==> config.mk <==
export PLATFORM = sky130hd
export DESIGN_NAME = pcpu_sequencer
export DESIGN_NICKNAME = d
export VERILOG_FILES = /design/src/rtl/pcpu_sequencer.sv
export SDC_FILE = /design/constraint.sdc
export NUM_CORES = 1
export LEC_CHECK = 0
export CAP_MARGIN = 5
export CORE_MARGIN = 2
export CORE_UTILIZATION = 65
export DETAILED_ROUTE_END_ITERATION = 16
export HOLD_SLACK_MARGIN = 0.1
export PLACE_DENSITY = 0.81
export SLEW_MARGIN = 20
export SYNTH_ARGS = -nofsm -noshare
export SYNTH_HDL_FRONTEND = slang
export SYNTH_SLANG_ARGS = --single-unit
==> constraint.sdc <==
create_clock -name clk -period 4.39 [get_ports clk]
set_input_delay 0.439 -clock clk [delete_from_list [all_inputs] [get_ports clk]]
set_output_delay 0.439 -clock clk [all_outputs]
set_load 0.02 [all_outputs]
==> src/rtl/pcpu_sequencer.sv <==
// pcpu_sequencer
// Program sequencer for the PseudoCPU control path. It holds a loadable
// instruction memory, fetches and decodes a small control ISA (micro-op
// issue, jumps, call/return on a hardware stack, halt) and offers micro-ops
// to the datapath over a valid/ready handshake.
//
// Ports:
//   clk        rising-edge clock
//   rst        asynchronous active-low reset
//   ld_en      imem write strobe (only honoured in IDLE, HALT, ERR)
//   ld_addr    imem write address
//   ld_data    imem write data {opcode[2:0], payload[UOP_W-1:0]}
//   start      begin execution at pc 0 (only honoured in IDLE, HALT, ERR)
//   zero_flag  datapath zero status, sampled when a JZ/JNZ executes
//   uop_valid  micro-op offered
//   uop_data   micro-op payload, stable while uop_valid
//   uop_ready  datapath accepts the micro-op
//   pc         current program counter
//   busy       high in FETCH, EXEC, WAIT_UOP
//   halted     HALT executed
//   error      stack fault
//   err_code   1 = overflow, 2 = underflow, 0 otherwise
module pcpu_sequencer #(
    parameter int ADDR_W  = 5,
    parameter int UOP_W   = 8,
    parameter int STACK_D = 4,
    localparam int IW     = 3 + UOP_W
) (
    input  logic              clk,
    input  logic              rst,
    input  logic              ld_en,
    input  logic [ADDR_W-1:0] ld_addr,
    input  logic [IW-1:0]     ld_data,
    input  logic              start,
    input  logic              zero_flag,
    output logic              uop_valid,
    output logic [UOP_W-1:0]  uop_data,
    input  logic              uop_ready,
    output logic [ADDR_W-1:0] pc,
    output logic              busy,
    output logic              halted,
    output logic              error,
    output logic [1:0]        err_code
);

    localparam int DEPTH = 2 ** ADDR_W;
    // sp counts 0..STACK_D, so it needs one more code than the stack index
    localparam int SP_W  = $clog2(STACK_D + 1);
    localparam int IDX_W = (STACK_D > 1) ? $clog2(STACK_D) : 1;

    typedef enum logic [2:0] {
        S_IDLE,
        S_FETCH,
        S_EXEC,
        S_WAIT_UOP,
        S_HALT,
        S_ERR
    } state_t;

    typedef enum logic [2:0] {
        OP_NOP  = 3'd0,
        OP_UOP  = 3'd1,
        OP_JMP  = 3'd2,
        OP_JZ   = 3'd3,
        OP_JNZ  = 3'd4,
        OP_CALL = 3'd5,
        OP_RET  = 3'd6,
        OP_HALT = 3'd7
    } opcode_t;

    state_t            state;
    logic [IW-1:0]     imem [DEPTH];
    logic [IW-1:0]     instr;
    logic [ADDR_W-1:0] stack [STACK_D];
    logic [SP_W-1:0]   sp;

    opcode_t           opcode;
    logic [ADDR_W-1:0] target;
    logic [ADDR_W-1:0] pc_seq;
    logic [SP_W-1:0]   sp_dec;
    logic [IDX_W-1:0]  push_idx;
    logic [IDX_W-1:0]  pop_idx;
    logic              stopped;
    logic              stack_full;
    logic              stack_empty;
    logic              push_en;

    assign opcode      = opcode_t'(instr[IW-1:UOP_W]);
    assign target      = instr[ADDR_W-1:0];
    // natural ADDR_W-bit overflow gives the DEPTH-1 -> 0 wrap
    assign pc_seq      = pc + ADDR_W'(1);
    assign sp_dec      = sp - SP_W'(1);
    assign push_idx    = sp[IDX_W-1:0];
    assign pop_idx     = sp_dec[IDX_W-1:0];
    assign stopped     = (state == S_IDLE) || (state == S_HALT) || (state == S_ERR);
    assign stack_full  = (sp == SP_W'(STACK_D));
    assign stack_empty = (sp == '0);
    assign push_en     = (state == S_EXEC) && (opcode == OP_CALL) && !stack_full;

    // Instruction memory: not reset. The read register follows pc every
    // cycle; pc is stable across FETCH->EXEC so EXEC sees the FETCH word.
    // A write landing on the start edge is visible to the first FETCH read.
    always_ff @(posedge clk) begin
        if (ld_en && stopped) begin
            imem[ld_addr] <= ld_data;
        end
        instr <= imem[pc];
    end

    // Return stack storage; only sp is reset.
    always_ff @(posedge clk) begin
        if (push_en) begin
            stack[push_idx] <= pc_seq;
        end
    end

    always_ff @(posedge clk or negedge rst) begin
        if (!rst) begin
            state     <= S_IDLE;
            pc        <= '0;
            sp        <= '0;
            uop_valid <= 1'b0;
            uop_data  <= '0;
            busy      <= 1'b0;
            halted    <= 1'b0;
            error     <= 1'b0;
            err_code  <= 2'd0;
        end else begin
            case (state)
                S_IDLE, S_HALT, S_ERR: begin
                    if (start) begin
                        state    <= S_FETCH;
                        pc       <= '0;
                        sp       <= '0;
                        busy     <= 1'b1;
                        halted   <= 1'b0;
                        error    <= 1'b0;
                        err_code <= 2'd0;
                    end
                end
                S_FETCH: begin
                    state <= S_EXEC;
                end
                S_EXEC: begin
                    state <= S_FETCH;
                    case (opcode)
                        OP_NOP: pc <= pc_seq;
                        OP_UOP: begin
                            uop_data  <= instr[UOP_W-1:0];
                            uop_valid <= 1'b1;
                            state     <= S_WAIT_UOP;
                        end
                        OP_JMP: pc <= target;
                        OP_JZ:  pc <= zero_flag ? target : pc_seq;
                        OP_JNZ: pc <= zero_flag ? pc_seq : target;
                        OP_CALL: begin
                            if (stack_full) begin
                                state    <= S_ERR;
                                busy     <= 1'b0;
                                error    <= 1'b1;
                                err_code <= 2'd1;
                            end else begin
                                sp <= sp + SP_W'(1);
                                pc <= target;
                            end
                        end
                        OP_RET: begin
                            if (stack_empty) begin
                                state    <= S_ERR;
                                busy     <= 1'b0;
                                error    <= 1'b1;
                                err_code <= 2'd2;
                            end else begin
                                sp <= sp_dec;
                                pc <= stack[pop_idx];
                            end
                        end
                        OP_HALT: begin
                            state  <= S_HALT;
                            busy   <= 1'b0;
                            halted <= 1'b1;
                        end
                        default: pc <= pc_seq;
                    endcase
                end
                S_WAIT_UOP: begin
                    if (uop_ready) begin
                        uop_valid <= 1'b0;
                        pc        <= pc_seq;
                        state     <= S_FETCH;
                    end
                end
                default: begin
                    state <= S_IDLE;
                    busy  <= 1'b0;
                end
            endcase
        end
    end

endmodule

==> flow_summary.yaml <==
synth:
  largest_family_of_logic_cells_by_synthesized_area: "multiplexers"
  synth_compound_area_frac: 0.0224
  yosys_warnings: 0
  synth_top_flop_cell: "sky130_fd_sc_hd__edfxtp_1"
  synth.yosys.seq_area_share: 0.744
  post_synth_num_cell_types: 55
  synthCells: 776
  synth_xor_xnor_area_share: 0.00271
  syn_area_um2: 16200
  synthesis.area_per_instance_um2: 20.8
  synth.net_count: 804
  synth.area.mux_share: 0.178
  number_of_flops_mapped_to_enable_cells_by_yosys: 372
  synth-simple-area-share: 0.0343
  yosys_register_bits: 408
  synth_area_in_adders: 0.00465
  synth_async_sr_flop_share: 0.0613
setup_path:
  timing.critical_path.slowest_stage_cell: "sky130_fd_sc_hd__dfrtp_4"
  cp-start-kind: "register"
  cp_data_arrival_time_ns: 2.73
  path_depth: 2
  cp.buffers_inverters: 2
  timing.critical_path.from: "pc[0]"
  timing.critical_path.slowest_cell_delay_ns: 1.00
  worst_setup_path_end_kind: "primary output"
  ff2ff_path_depth: 4
  worst_setup_path_endpoint: "pc[0]"
  crit_type: "register to primary output"
  r2r_start: "state[0]"
  critical_path_required_ns: 3.95
  worstReg2RegEnd: "imem[5][7]"
  timing.critical_path.fanout_max: 46
  path_cells: "buf_4 > clkdlybuf4s50_1"
  kind_of_cell_adding_the_most_delay_to_the_critical_path: "buffers and inverters"
  reg2reg_setup_slack_ns: 1.22
die:
  placeableCoreArea_um2: 24400
  die_width_um: 162
  initial_utilization: 0.662
  die_area_um2: 26100
  core.rowCount: 57
  io_pins: 41
  die_h_um: 162
grt:
  globalRouteTotalUtil: 0.292
  grt_max_degree: 66
  wire_length_of_the_first_global_routing_pass_um: 54800
  grt_antenna_before_repair: 0
  overflow: 0
  via_count_of_the_first_global_routing_pass: 8133
finish:
  final_core_util: 0.749
  synthToLayoutAreaGrowth_pct: 13.1
  final.fill_count: 1317
  antenna_cells_inserted: 0
  final_nets: 872
  layout-drive-gt1-share: 0.252
drt:
  routedWlPerCell_um: 30.6
  routed-via-count: 8191
  antenna_left: 0
  drt-total-wl_um: 36600
  drt-pass1-iter-count: 6
  detailedRoute.firstIterationViolations: 1447
  drc_violation_count_after_routing: 0
  vias_per_cell: 6.84
clocking:
  cts_tree: "built"
  worst_skew_pair.late_latency_ns: 0.55
  clock_tree.buffer_depth: 3
  cts_htree_levels: 2
  clkSlewWorstSetupHoldPaths_ns: 0.06
  cts.repair.resized: 0
  cts_post_setup_buffers_inserted: 0
  ctsRootBufferMaster: "sky130_fd_sc_hd__clkbuf_16"
  cts.sink_count: 408
  cts.hold.buffers_added: 0
  cts_inserted_buffers: 40
power_and_ir_drop:
  static-leakage-power_nw: 5.82
  power_density_nw_per_um2: 575
  power.total_w: 0.0105
  power.ir.vdd_worst_mv: 0.391
timing:
  finalWorstPathRequiredPeriod_ns: 3.17
  grt_setup_unrepaired: "false"
  skew_ns: 0.0239
  timing.setup.tns_ns: 0
  setup_viol: 0
  max_slew.worst_pin.slew_ns: 1.08
  period_share: 0.722
  slew_headroom: 0.278
  slew_violations: 0
  hold_viol_final: 0
  highest_clock_rate_ghz: 0.315
outcome:
  run_status: "complete, no violations"
run:
  cap_violations: 0
hold_path:
  hp-class: "input port to async pin"
placement:
  dp.final_hpwl_um: 22900
  port-buffer-count: 40
  gp_congestion: 0.897
==> per-stage QoR <==
step / instances / cell area [um2] / setup slack, ns / hold slack (ns)
after floorplan: 776 / 16200 / 2.00 / 0.143
after global placement: 1125 / 17000 / 1.23 / 0.437
after detailed placement: 1125 / 17000 / 1.10 / 0.442
after CTS: 1196 / 18300 / 1.11 / 0.454
after global routing: 1197 / 18300 / 1.02 / 0.444
final: 1197 / 18300 / 1.22 / 0.445
==> cells by family after synthesis <==
logic type      count (synthesis)
flops                         408
compound gates                 54
buf+inv                        52
mux                           141
simple gates                  110
xor+xnor                        5
fa+ha+maj                       6
==> synthesized netlist by cell type, types with 3 or more instances <==
cell | number | area share
sky130_fd_sc_hd__buf_1 | 9 | 0.0021
sky130_fd_sc_hd__inv_1 | 9 | 0.0021
sky130_fd_sc_hd__ha_1 | 6 | 0.0046
sky130_fd_sc_hd__xor2_1 | 3 | 0.0016
sky130_fd_sc_hd__buf_2 | 8 | 0.0025
sky130_fd_sc_hd__and2_1 | 5 | 0.0019
sky130_fd_sc_hd__a21oi_1 | 9 | 0.0028
sky130_fd_sc_hd__a31oi_1 | 4 | 0.0015
sky130_fd_sc_hd__clkbuf_1 | 21 | 0.0049
sky130_fd_sc_hd__mux2_2 | 13 | 0.0091
sky130_fd_sc_hd__nand2b_1 | 8 | 0.0031
sky130_fd_sc_hd__mux2_1 | 11 | 0.0077
sky130_fd_sc_hd__nand3_1 | 10 | 0.0031
sky130_fd_sc_hd__nor2b_1 | 10 | 0.0039
sky130_fd_sc_hd__nand2_1 | 19 | 0.0044
sky130_fd_sc_hd__nor3_1 | 3 | 0.00093
sky130_fd_sc_hd__nor2_1 | 40 | 0.0093
sky130_fd_sc_hd__buf_4 | 3 | 0.0014
sky130_fd_sc_hd__o22ai_1 | 3 | 0.0012
sky130_fd_sc_hd__a22oi_1 | 5 | 0.0023
sky130_fd_sc_hd__mux4_2 | 115 | 0.16
sky130_fd_sc_hd__edfxtp_1 | 372 | 0.69
sky130_fd_sc_hd__dfxtp_1 | 11 | 0.014
sky130_fd_sc_hd__o21ai_1 | 3 | 0.00093
sky130_fd_sc_hd__o21ai_0 | 10 | 0.0031
sky130_fd_sc_hd__dfrtp_1 | 25 | 0.039
==> cell usage in the layout (no fill, tap or decap), drive strengths merged, types with 4 or more instances in the layout <==
| cell | instances |
|---|---|
| inv | 9 |
| clkdlybuf4s50 | 38 |
| mux2 | 24 |
| mux4 | 115 |
| a22oi | 5 |
| clkinv | 14 |
| edfxtp | 372 |
| nand3 | 10 |
| clkbuf | 54 |
| nor2b | 10 |
| o21ai | 13 |
| nand2b | 8 |
| dfxtp | 11 |
| and2 | 5 |
| dfrtp | 25 |
| nand2 | 19 |
| ha | 6 |
| a31oi | 4 |
| nor2 | 41 |
| a21oi | 9 |
| buf | 29 |
==> how the worst min path moves through the flow <==
| stage | end | slack (ns) | cells past startpoint |
|---|---|---|---|
| detailed placement | uop_data[5] | 0.44 | 1 |
| CTS | uop_data[6] | 0.45 | 1 |
| floorplan | busy | 0.14 | 0 |
| finish | sp[0] | 0.45 | 2 |
| global placement | uop_data[6] | 0.44 | 1 |
| global route | imem[27][1] | 0.44 | 1 |
==> cell type report <==
cell class / count / area (um2) / area share
clock inverters: 17 / 194 / 0.0106
multi-input cells: 316 / 3920 / 0.215
clock buffers: 54 / 1080 / 0.0594
well taps: 324 / 405 / 0.0222
repair buffers: 68 / 603 / 0.0330
flip-flops and latches: 408 / 12000 / 0.658
inverters: 10 / 37.5 / 0.00205
==> layer usage <==
layer  wire length (um)  vias up  share of wire  GRT usage
met4               1210        0          0.033     0.0945
li1                   -     3326              -          -
met3               3880       81           0.11     0.0516
met2              17300      606           0.47      0.445
met5                  0        -              0          0
met1              14200     4178           0.39      0.448
==> flip-flops by register name (all words and copies together) (netlist names) <==
| signal | flops |
|---|---|
| busy | 1 |
| err_code | 2 |
| error | 1 |
| halted | 1 |
| imem | 352 |
| instr | 11 |
| pc | 5 |
| sp | 3 |
| stack | 20 |
| state | 3 |
| uop_data | 8 |
| uop_valid | 1 |
==> report_power, final <==
group | internal (W) | leakage [nW] | switching (W)
Sequential | 0.00445 | 3.76 | 0.000404
Clock | 0.00192 | 0.617 | 0.00139
Combinational | 0.00119 | 1.45 | 0.00114
Total | 0.00757 | 5.82 | 0.00294
(Power assumes the default switching activity.)
